--- src/rtl/audio_video_pkg.sv ---
// Shared types and constants for the audio/video sequencing path.
package audio_video_pkg;

  typedef enum logic [2:0] {
    IDLE  = 3'd0,
    FETCH = 3'd1,
    LOAD  = 3'd2,
    PLAY  = 3'd3,
    DONE  = 3'd4
  } state_t;

  typedef enum logic {
    SCORE = 1'b0,
    RAND  = 1'b1
  } mode_t;

  localparam int NOTE_W    = 5;
  localparam int LEN_W     = 4;
  localparam int NUM_NOTES = 24;

  // Map a raw 5-bit random value onto the 0..NUM_NOTES-1 note range.
  function automatic logic [NOTE_W-1:0] fold_note(input logic [NOTE_W-1:0] r);
    if (r >= NOTE_W'(NUM_NOTES)) begin
      fold_note = r - NOTE_W'(NUM_NOTES);
    end else begin
      fold_note = r;
    end
  endfunction

endpackage

--- src/rtl/score_player_lfsr16.sv ---
// 16-bit Fibonacci LFSR (taps 16,14,13,11), shifting left with feedback into bit 0.
module lfsr16 #(
  parameter logic [15:0] SEED = 16'hACE1
) (
  input  logic        clk,
  input  logic        reset,
  input  logic        step,
  output logic [15:0] q
);

  logic [15:0] r_q;
  logic        w_fb;

  assign w_fb = r_q[15] ^ r_q[13] ^ r_q[12] ^ r_q[10];

  // LFSR state register, advanced only on request.
  always_ff @(posedge clk) begin
    if (reset) begin
      r_q <= SEED;
    end else if (step) begin
      r_q <= {r_q[14:0], w_fb};
    end else begin
      r_q <= r_q;
    end
  end

  assign q = r_q;

endmodule

--- src/rtl/score_player.sv ---
// Note sequencer: plays a score ROM or LFSR-generated notes, strobing finish_len per note.
module score_player
  import audio_video_pkg::*;
#(
  parameter int          ADDR_W    = 7,
  parameter int          TICK_DIV  = 12500000,
  parameter int          RAND_LEN  = 2,
  parameter logic [15:0] LFSR_SEED = 16'hACE1
) (
  input  logic              clk,
  input  logic              reset,
  input  logic              Init_audio_video,
  input  logic              Do_rand_audio_video,
  input  logic              Do_save_audio_video,
  output logic [ADDR_W-1:0] score_addr,
  input  logic [8:0]        score_q,
  output logic [NOTE_W-1:0] note,
  output logic              finish_len,
  output logic              playing,
  output logic              done
);

  localparam int                PRE_W    = (TICK_DIV > 1) ? $clog2(TICK_DIV) : 1;
  localparam logic [PRE_W-1:0]  PRE_TOP  = PRE_W'(TICK_DIV - 1);
  localparam logic [ADDR_W-1:0] ADDR_MAX = {ADDR_W{1'b1}};

  state_t              r_state, w_state_nxt;
  mode_t               r_mode, w_mode_nxt;
  logic [NOTE_W-1:0]   r_note, w_note_nxt;
  logic [LEN_W-1:0]    r_len, w_len_nxt;
  logic [LEN_W-1:0]    r_unit, w_unit_nxt;
  logic [PRE_W-1:0]    r_pre, w_pre_nxt;
  logic [ADDR_W-1:0]   r_addr, w_addr_nxt;
  logic                r_finish, w_finish_nxt;
  logic                r_playing, r_done;
  logic                w_step, w_active;
  logic [15:0]         w_lfsr;
  logic [10:0]         w_unused_lfsr;

  assign w_active      = Do_rand_audio_video | Do_save_audio_video;
  assign w_unused_lfsr = w_lfsr[15:5];

  lfsr16 #(.SEED(LFSR_SEED)) u_lfsr (
    .clk   (clk),
    .reset (reset),
    .step  (w_step & ~Init_audio_video),
    .q     (w_lfsr)
  );

  // Next-state and datapath decode; abort on both enables low wins over normal progress.
  always_comb begin
    w_state_nxt  = r_state;
    w_mode_nxt   = r_mode;
    w_note_nxt   = r_note;
    w_len_nxt    = r_len;
    w_unit_nxt   = r_unit;
    w_pre_nxt    = r_pre;
    w_addr_nxt   = r_addr;
    w_finish_nxt = 1'b0;
    w_step       = 1'b0;
    case (r_state)
      IDLE: begin
        if (Do_save_audio_video) begin
          w_mode_nxt  = SCORE;
          w_state_nxt = FETCH;
        end else if (Do_rand_audio_video) begin
          w_mode_nxt  = RAND;
          w_state_nxt = FETCH;
        end else begin
          w_state_nxt = IDLE;
        end
      end
      FETCH, LOAD, PLAY: begin
        if (!w_active) begin
          w_state_nxt = IDLE;
          w_addr_nxt  = '0;
          w_unit_nxt  = '0;
          w_pre_nxt   = '0;
        end else if (r_state == FETCH) begin
          w_state_nxt = LOAD;
        end else if (r_state == LOAD) begin
          if (r_mode == RAND) begin
            w_note_nxt   = fold_note(w_lfsr[4:0]);
            w_len_nxt    = LEN_W'(RAND_LEN);
            w_finish_nxt = 1'b1;
            w_step       = 1'b1;
            w_state_nxt  = PLAY;
          end else if (score_q[3:0] == 4'd0) begin
            w_state_nxt = DONE;
          end else begin
            w_note_nxt   = score_q[8:4];
            w_len_nxt    = score_q[3:0];
            w_finish_nxt = 1'b1;
            w_state_nxt  = PLAY;
          end
        end else if (r_pre != PRE_TOP) begin
          w_pre_nxt = r_pre + PRE_W'(1);
        end else begin
          w_pre_nxt = '0;
          if (LEN_W'(r_unit + 4'd1) != r_len) begin
            w_unit_nxt = r_unit + 4'd1;
          end else begin
            w_unit_nxt = '0;
            if (r_mode == RAND) begin
              w_state_nxt = FETCH;
            end else if (r_addr == ADDR_MAX) begin
              w_state_nxt = DONE;
            end else begin
              w_addr_nxt  = r_addr + ADDR_W'(1);
              w_state_nxt = FETCH;
            end
          end
        end
      end
      DONE: begin
        w_state_nxt = DONE;
      end
      default: begin
        w_state_nxt = IDLE;
      end
    endcase
  end

  // State, datapath and registered output flags.
  always_ff @(posedge clk) begin
    if (reset || Init_audio_video) begin
      r_state   <= IDLE;
      r_mode    <= SCORE;
      r_note    <= '0;
      r_len     <= '0;
      r_unit    <= '0;
      r_pre     <= '0;
      r_addr    <= '0;
      r_finish  <= 1'b0;
      r_playing <= 1'b0;
      r_done    <= 1'b0;
    end else begin
      r_state   <= w_state_nxt;
      r_mode    <= w_mode_nxt;
      r_note    <= w_note_nxt;
      r_len     <= w_len_nxt;
      r_unit    <= w_unit_nxt;
      r_pre     <= w_pre_nxt;
      r_addr    <= w_addr_nxt;
      r_finish  <= w_finish_nxt;
      r_playing <= (w_state_nxt == FETCH) || (w_state_nxt == LOAD) || (w_state_nxt == PLAY);
      r_done    <= (w_state_nxt == DONE);
    end
  end

  assign score_addr = r_addr;
  assign note       = r_note;
  assign finish_len = r_finish;
  assign playing    = r_playing;
  assign done       = r_done;

endmodule

--- config.mk ---
export PLATFORM = sky130hd
export DESIGN_NAME = score_player
export DESIGN_NICKNAME = d
export VERILOG_FILES = /design/src/rtl/audio_video_pkg.sv /design/src/rtl/score_player_lfsr16.sv /design/src/rtl/score_player.sv
export SDC_FILE = /design/constraint.sdc
export NUM_CORES = 1
export LEC_CHECK = 0
export BUFFER_PORTS_ARGS = -buffer_cell sky130_fd_sc_hd__buf_4
export CAP_MARGIN = 20
export CELL_PAD_IN_SITES_DETAIL_PLACEMENT = 1
export CELL_PAD_IN_SITES_GLOBAL_PLACEMENT = 1
export CORE_MARGIN = 4
export CORE_UTILIZATION = 45
export CTS_CLUSTER_SIZE = 8
export DETAILED_ROUTE_END_ITERATION = 6
export GPL_ROUTABILITY_DRIVEN = 0
export PLACE_DENSITY_LB_ADDON = 0.05
export RECOVER_POWER = 100
export SLEW_MARGIN = 20
export SYNTH_ARGS = -nofsm -noshare
export SYNTH_HDL_FRONTEND = slang
export SYNTH_SLANG_ARGS = --single-unit
--- constraint.sdc ---
create_clock -name clk -period 4.59 [get_ports clk]
set_clock_uncertainty 0.1 [all_clocks]
set_input_delay 0.2295 -clock clk [delete_from_list [all_inputs] [get_ports clk]]
set_output_delay 0.2295 -clock clk [all_outputs]
set_load 0.005 [all_outputs]
## Word-level counts from Yosys, hierarchy flattened

Cells that the tools add are included.

- Register bits: 67
- Latch bits: 0
- RAM bits: 0
- Memory bits (read-only): 0
- Output and inout port bits: 15
- Word-level logic and storage cells: 99
- Memories: 0

- Add/subtract/negate cells: 4
- Multipliers: 0
- Div/mod/pow operators: 0
- $lt $le $gt $ge: 1
- Eq/ne operators: 18
- Shift-type cells: 0
- Muxes and demuxes: 42
- Bitwise gates (word level): 10
- Reduce and logical (&&, ||, !) cells: 13

Operators with widths:

| kind | count |
|---|---|
| 24-bit two-way mux | 4 |
| 7-bit two-way mux | 7 |
| 4-bit two-way mux | 7 |
| 3-bit two-way mux | 9 |
| 24-bit by 1-bit adder with 24-bit output, second input constant | 1 |
| 24-bit != test, second input constant | 1 |
| 5-bit two-way mux | 3 |
| 2-bit != test, second input constant | 7 |
| 3-bit by 2-bit equality test with 1-bit output, second input constant | 4 |
| 1-bit two-way mux | 11 |
| 3-bit case mux with 3 select lines | 1 |
| 7-bit by 1-bit adder with 7-bit output, second input constant | 1 |
| 7-bit equality test, second input constant | 1 |
| 7-bit AND reduction | 1 |
| 3-bit by 1-bit equality test with 1-bit output, second input constant | 2 |
| 3-bit equality test, second input constant | 2 |
| 5-bit >= comparator, second input constant | 1 |
| 1-bit inverter | 5 |
| 5-bit AND reduction | 1 |
| 5-bit OR reduction | 1 |
| 5-bit subtractor, second input constant | 1 |
| 4-bit by 1-bit adder with 4-bit output, second input constant | 1 |
| 4-bit logical NOT | 1 |
| 4-bit != test | 1 |
| 10 further kinds | 14 |

## Logic depth before layout (Yosys ltp)

Gate-level depths: netlist of the first run.

- Depth after elaboration: 12
- Depth in mapped cells: 7
- Mapped depth without buffers: 6

## Hierarchy

From an unflattened synthesis of the first run, not the netlist that was laid out.

- Cells, all modules: 349
- Area total of the unflattened synthesis: 3159.3 um2

By module, submodules not included:

| module | instances | cells an instance | area an instance (um2) |
|---|---|---|---|
| score_player | 1 | 294 | 2539.9 |
| lfsr16 | 1 | 55 | 619.3 |

## Worst setup path before layout of the first run

No wires, ideal clock.

- Path kind: reg-to-reg
- Start: reg r_pre[5]
- End: reg r_pre[13]
- Setup time: 130 ps
- Arrival: 1785 ps
- Required time: 4360 ps
- Path slack: 2575 ps
- Cell stages (with the launch flop): 7
- Buffers on the path: 1
- Clock period less this slack: 2015 ps
- Cells stage by stage: dfxtp_1 -> or4_1 -> nor4_2 -> a21oi_2 -> o21ai_2 -> buf_2 -> a21oi_1

- Longest elaborated chain between the ends: 5

RTL lines:

| element | RTL line | RTL |
|---|---|---|
| start, declared | score_player.sv:32 | `logic [PRE_W-1:0] r_pre, w_pre_nxt;` |
| start signal, assigned | score_player.sv:143 | `r_pre <= w_pre_nxt;` |
| 24-bit by 1-bit adder with 24-bit output / 24-bit != test (equally long branches) | score_player.sv:97, score_player.sv:96 |  |
| 24-bit two-way mux * | score_player.sv:96 | `end else if (r_pre != PRE_TOP) begin` |
| 24-bit two-way mux * | score_player.sv:81 | `end else if (r_state == LOAD) begin` |
| 24-bit two-way mux * | score_player.sv:79 | `end else if (r_state == FETCH) begin` |
| 24-bit two-way mux * | score_player.sv:74 | `if (!w_active) begin` |

Mark *: on every way between the ends. The rest lies on a longest branch, timed or not. The select of a mux whose other input is x is not followed.
A chain may end at the register's enable or synchronous reset.

## Final worst setup path of the first run

- Start: reg r_state[2]
- End: reg u_lfsr.r_q[0] (netlist: u_lfsr.q[0])

- Longest elaborated chain between the ends: 6

RTL lines:

| element | RTL line | RTL |
|---|---|---|
| start, declared | score_player.sv:27 | `state_t r_state, w_state_nxt;` |
| start signal, assigned | score_player.sv:138 | `r_state <= w_state_nxt;` |
| 3-bit by 2-bit equality test with 1-bit output | score_player.sv:61, score_player.sv:81 |  |
| 1-bit two-way mux | score_player.sv:81 |  |
| 1-bit two-way mux | score_player.sv:79 |  |
| 1-bit two-way mux | score_player.sv:74 |  |
| 1-bit two-way mux * | score_player.sv:61 | `case (r_state)` |
| 1-bit AND * | score_player.sv:46 | `.step (w_step & ~Init_audio_video),` |
| end signal, assigned | score_player_lfsr16.sv:21 | `r_q <= {r_q[14:0], w_fb};` |
| end signal, assigned | score_player_lfsr16.sv:23 | `r_q <= r_q;` |
| end, declared | score_player_lfsr16.sv:11 | `logic [15:0] r_q;` |

Mark *: on every way between the ends. The rest lies on a longest branch, timed or not.

==> metrics, run 1 <==
status=completed; DRC Markers=0; clock sink count=67; Crit path required time=~4.7 ns; n_diodes=0; Cell Area, Synth=3330 µm²; synth top area cells=dfxtp_1, nand2_1, xnor2_1, nor2_1, a21oi_1; H-Tree Depth=3; Critical Path AT=about 3.2 ns; CTS tree=yes; Post CTS Setup Buffer Count=0; layout overhead on the synthesized area=14.7%; Starting DRT DRC Count=76; global route overflow=0; Layout Utilization=between 50% and 60%; RSZ-0062 raised after global routing=no; post-synthesis net count=around 410; die area=approximately 9000 µm²; asr flop ratio synth=0%; Clock power frac=49.2%; largest net degree at the start of global routing=24; share of the synthesized area in the top cell type=between 40% and 50%; Switching Power=0.278 mW; distinct cell type count after synthesis=between 60 and 70; share of total power in combinational logic=4.0%; core area=7210 µm²; most frequent cell after synthesis=dfxtp_1; crit path kind=reg -> reg; Seq pwr share=between 40% and 50%; HP Class=in -> reg; clk_lat worst skew=approximately 0.35 ns; Leak=around 1.3 nW; share of layout cells above drive strength 1=between 10 and 15%; I/O pin cnt=29; I/O Buffers=28; Multi-input gate area=1850 µm²; hpwl dp=~6300 µm; TritonCTS Buffers=9; Worst-Margin Slew=roughly 1.0 ns; fmax=between 300 and 400 MHz; CTS clk-pin slew, worst paths=about 0.08 ns; DR WL met2=between 4000 and 5000 µm; Initial Util=between 40% and 50%; Chip Width=94 µm; Mapped Cells=390; Tcrit/Tclk final=between 60 and 70%; final hold violation count=0; DR WL met3=around 290 µm; final setup violation count=0; MaxCap Viol Count=0; dominant cell type by area after synthesis=dfxtp_1; Post-synth EDFFs=0; Power per Cell Area=roughly 330 nW/µm²; Clock Path Buffers=2; sequential area share after synthesis=between 40% and 50%; Syn Area/Cell=~8.5 µm²; Fill cells=just under 900; vias per cell=between 5 and 6; Die Ht=94 µm; remaining antenna violation count=0; kind of launch point of the worst setup path=flop; Tot GR Track Use=between 20% and 30%; Seq cells post-synth=67; DRT Wirelength=approximately 8600 µm; relative slew slack=32.6%; Post-synth top flop=dfxtp_1; Sequential Area=about 1300 µm²; commonest cells in the synthesized netlist=dfxtp_1, nand2_1, nor2_1; row count=31; Pre-antenna DRT Iters=4; first-pass GRT wire length=roughly 14,000 µm; initial antenna violation count=0; crit end category=flop; clock root buffer=clkbuf_8; vias in the first global route=between 2,000 and 3,000; WL/cell=roughly 17 µm; setup TNS=0 ns; Net Sw Frac=between 20 and 25%; Yosys Warn Count=0; Internal Pwr Total=around 1 mW; DR top layer=met4; total number of vias=roughly 3,000; VDD IR-drop max=186 µV; M1 WL=~3800 µm; Tmin final=~3.1 ns; Final Net Count=430; Slew Limit Fails=0; CP Max Fanout=23
cell families (layout without fill, tap and decap cells):
logic type / count (synthesis) / in the layout / share of synthesized area [%]
AND/OR/NAND/NOR: 188 / 188 / 31.4
AO/OA/AOI/OAI: 76 / 76 / 15.3
flip-flops: 67 / 67 / 40.3
buffers and inverters: 25 / 53 / 3.05
XOR/XNOR: 24 / 24 / 6.73
adder cells (fa/ha/maj): 5 / 5 / 1.77
multiplexers: 5 / 5 / 1.50
placed cells by master, fill, tap and decap left out, drive strengths merged, types with 10 or more instances in the layout:
| master | count |
|---|---|
| a21oi | 26 |
| xnor2 | 20 |
| nor4 | 14 |
| nand3b | 10 |
| buf | 13 |
| nor2 | 39 |
| nand3 | 18 |
| nand2 | 48 |
| clkbuf | 25 |
| dfxtp | 67 |
flip-flops by register name (all words and copies together) (netlist names):
signal	cells
r_pre	24
u_lfsr.q	16
score_addr	7
note	5
r_len	4
r_unit	4
r_state	3
done	1
finish_len	1
playing	1
r_mode	1
power by group through the flow:
| stage | logic (mW) | clock network (mW) | registers, mW |
|---|---|---|---|
| final | 0.0505 | 0.619 | 0.588 |
| after global routing | 0.0562 | 0.655 | 0.588 |
| after floorplan | 0.0337 | 0 | 0.598 |
| after global placement | 0.0494 | 0 | 0.602 |
| after CTS | 0.0514 | 0.630 | 0.588 |
| after detailed placement | 0.0505 | 0 | 0.602 |
per-layer routing:
| metal | GRT usage (%) | vias to the layer above |
|---|---|---|
| met5 | 0 | - |
| met4 | 6.50 | 0 |
| met3 | 5.53 | 13 |
| met2 | 36.1 | 34 |
| met1 | 25.2 | 1447 |
| li1 | - | 1466 |
critical path, cell delays in order, from the launching register on:
cell and delay, ns:
dfxtp_1 0.58, o21bai_1 0.39, nor3_1 0.75, nand3b_1 0.70, a211o_1 0.45
final timing paths:
kind / from / end / slack, ns / cells after the start
hold reg to reg: u_lfsr.q[7] / u_lfsr.q[8] / 0.36 / 2
setup / recovery: r_state[2] / u_lfsr.q[0] / 1.50 / 4
setup reg to reg: r_state[2] / u_lfsr.q[0] / 1.50 / 4
hold / removal: reset / u_lfsr.q[9] / 0.06 / 2
final cells by class:
| type | count | area share [%] |
|---|---|---|
| Timing Repair Buffer | 29 | 5.77 |
| Multi-Input combinational cell | 298 | 48.5 |
| Sequential cell | 67 | 35.1 |
| Tap cell | 99 | 3.25 |
| Inverter | 8 | 0.787 |
| Clock buffer | 10 | 3.61 |
| Clock inverter | 6 | 2.95 |
metrics by stage:
| stage | cell area [µm²] | hold WS, ns | power [mW] | instances | worst slack (ns) |
|---|---|---|---|---|---|
| 3_3_place_gp | 3590 | 0.345 | 0.651 | 500 | 1.94 |
| 4_1_cts | 3850 | 0.0498 | 1.27 | 517 | 1.85 |
| 2_1_floorplan | 3330 | 0.224 | 0.632 | 390 | 2.58 |
| 5_1_grt | 3820 | 0.0683 | 1.30 | 517 | 1.28 |
| 3_5_place_dp | 3590 | 0.351 | 0.652 | 500 | 1.88 |
| 6_report | 3820 | 0.0609 | 1.26 | 517 | 1.50 |
repair_timing:
item,in CTS,in global routing
hold buffers,1,0
endpoints found under the hold margin,1,0
resized for setup,0,0
(Power assumes the default switching activity.)
==> inputs of run 2 (changes only) <==
Settings changed: CORE_UTILIZATION 45 to 40.
Clock period 4.59 ns to 2.59 ns, I/O delays scaled along.
==> run 2 against run 1 <==
Critical path depth rose by 1. Clock-buffer cell count stayed put. Cell area rose by 2.3%. Hold slack lost 0.028 ns. Cell count up 4.3%. First-iteration DRC count rose by 64%. Worst setup slack worse by 1.3 ns. Power up 66%. Flip-flop and latch count did not move. Core utilization down 4.9 points. Non-clock buffer count increased by 16. Via count is 2.3% higher. Largest cell class unchanged. Largest power group is now sequential cells.
==> metrics, run 2 (same netlist as run 1, synthesis figures left out) <==
die area=approximately 9800 µm²; vias in the first global route=between 3,000 and 4,000; CP Max Fanout=6; kind of launch point of the worst setup path=flop; Leak=between 1 and 1.5 nW; VDD IR-drop max=295 µV; CTS clk-pin slew, worst paths=around 0.080 ns; TritonCTS Buffers=9; HP Class=in -> reg; I/O Buffers=28; DRC Markers=0; R2R depth=5; remaining antenna violation count=0; Post CTS Setup Buffer Count=0; Net Sw Frac=22.5%; Tmin final=between 2 and 2.5 ns; pre-CTS WS=0.265 ns; Clock Path Buffers=2; CTS tree=yes; most frequent cells in the layout=dfxtp_1, nand2_1, nor2_1; share of total power in combinational logic=roughly 5%; total number of vias=3,027; final hold violation count=0; initial antenna violation count=0; H-Tree Depth=3; hpwl dp=roughly 6300 µm; Crit Reg-Reg Endpoint=score_addr[2]; vias per cell=approximately 5.6; final worst slack=~0.22 ns; n_diodes=0; layout overhead on the synthesized area=17.3%; clock sink count=67; Pre-antenna DRT Iters=4; crit path kind=reg -> reg; Worst-Margin Slew=~0.94 ns; DRT Wirelength=slightly below 9000 µm; RSZ-0062 raised after global routing=no; Crit path required time=around 2.8 ns; Die Ht=99.2 µm; crit end category=flop; Fill cells=between 900 and 1,000; share of layout cells above drive strength 1=roughly 14%; clock root buffer=clkbuf_8; Tot GR Track Use=roughly a fifth; Tcrit/Tclk final=91.4%; largest net degree at the start of global routing=24; worst hold endpoint=note[2]; Slew Limit Fails=0; Initial Util=between 40% and 50%; Starting DRT DRC Count=around 130; status=completed; relative slew slack=approximately 37%; WL/cell=16.4 µm; I/O pin cnt=29; Power per Cell Area=between 500 and 600 nW/µm²; Internal Pwr Total=between 1.5 and 2 mW; clk_lat worst skew=approximately 0.34 ns; Chip Width=99.2 µm; hold path depth=3; global route overflow=0; largest register by flop count=r_pre; Final Net Count=446; core area=between 8000 and 9000 µm²; Post-CTS Resized=0; max FFs per register=24; Clock power frac=between 40 and 50%; Critical Path AT=2.53 ns; MaxCap Viol Count=0; Seq pwr share=approximately half; R2R Path Start=r_pre[7]; Switching Power=~0.47 mW; first-pass GRT wire length=between 15,000 and 20,000 µm; setup TNS=0 ns; row count=33; R2R setup slack=approximately 0.22 ns; commonest non-fill, non-tap cell in the layout=dfxtp_1; Hold Path Origin=score_q[6]; final setup violation count=0; fmax=between 400 and 500 MHz
-- run 2: cell count changes in the layout (fill, tap and decap cells not counted), moves of 2 or more --
cell,delta
clkinv_2,+4
clkbuf_1,+3
clkbuf_4,-2
clkbuf_2,+2
clkinvlp_4,-3
buf_4,+9
dlygate4sd3_1,+5
-- run 2: how the worst max path moves through the flow --
stage                         from             to  slack [ns]  depth (start not counted)
2_1_floorplan             r_pre[5]      r_pre[13]        0.58                          6
3_3_place_gp              r_pre[5]        playing        0.36                          5
3_5_place_dp              r_pre[5]        playing        0.27                          5
4_1_cts                   r_pre[5]        playing        0.26                          5
5_1_grt        Do_save_audio_video        note[0]        0.11                          7
6_report                  r_pre[7]  score_addr[2]        0.22                          5
-- run 2: stage by stage --
stage	cells	cell area, µm²	hold slack, ns	power [mW]	util (%)
after CTS	539	3950	0.0251	2.11	48.5
after detailed placement	517	3680	0.252	1.16	45.3
final	539	3900	0.0333	2.08	48.0
after floorplan	390	3330	0.124	1.12	-
after global placement	517	3680	0.252	1.16	45.3
after global routing	539	3900	0.0512	2.17	48.0
-- run 2: final cells by class --
class / instances / area (µm²) / area share (%)
Multi-Input combinational cell: 298 / 1850 / 47.5
Clock buffer: 10 / 128 / 3.27
Tap cell: 105 / 131 / 3.37
Clock inverter: 6 / 80.1 / 2.05
Sequential cell: 67 / 1340 / 34.4
Inverter: 8 / 30.0 / 0.769
Timing Repair Buffer: 45 / 340 / 8.72
-- run 2: timing repair --
| item | in CTS | in global routing |
|---|---|---|
| setup endpoints to repair | 0 | 0 |
| hold buffers | 6 | 0 |
| endpoints found under the hold margin | 13 | 0 |
-- run 2: power by group through the flow --
stage	sequential (mW)	combinational [mW]	clock, mW
after detailed placement	1.06	0.100	0
after global routing	1.04	0.119	1.02
after global placement	1.06	0.0989	0
after floorplan	1.06	0.0597	0
after CTS	1.04	0.108	0.966
final	1.04	0.106	0.940
-- run 2: layer usage --
metal | up-vias | GRT usage [%] | wire [µm] | part of all wire, %
li1 | 1491 | - | - | -
met5 | - | 0 | 0 | 0
met1 | 1481 | 28.1 | 4640 | 52
met3 | 8 | 4.42 | 284 | 3.2
met2 | 47 | 27.6 | 3840 | 43
met4 | 0 | 4.73 | 96 | 1.1
-- run 2: worst max-delay path, cell delays in order, from the launching register on --
cell,delay [ns]
dfxtp_1,0.37
or4_1,0.58
nor3_4,0.27
nand4_1,0.29
or4_1,0.54
a21oi_1,0.15
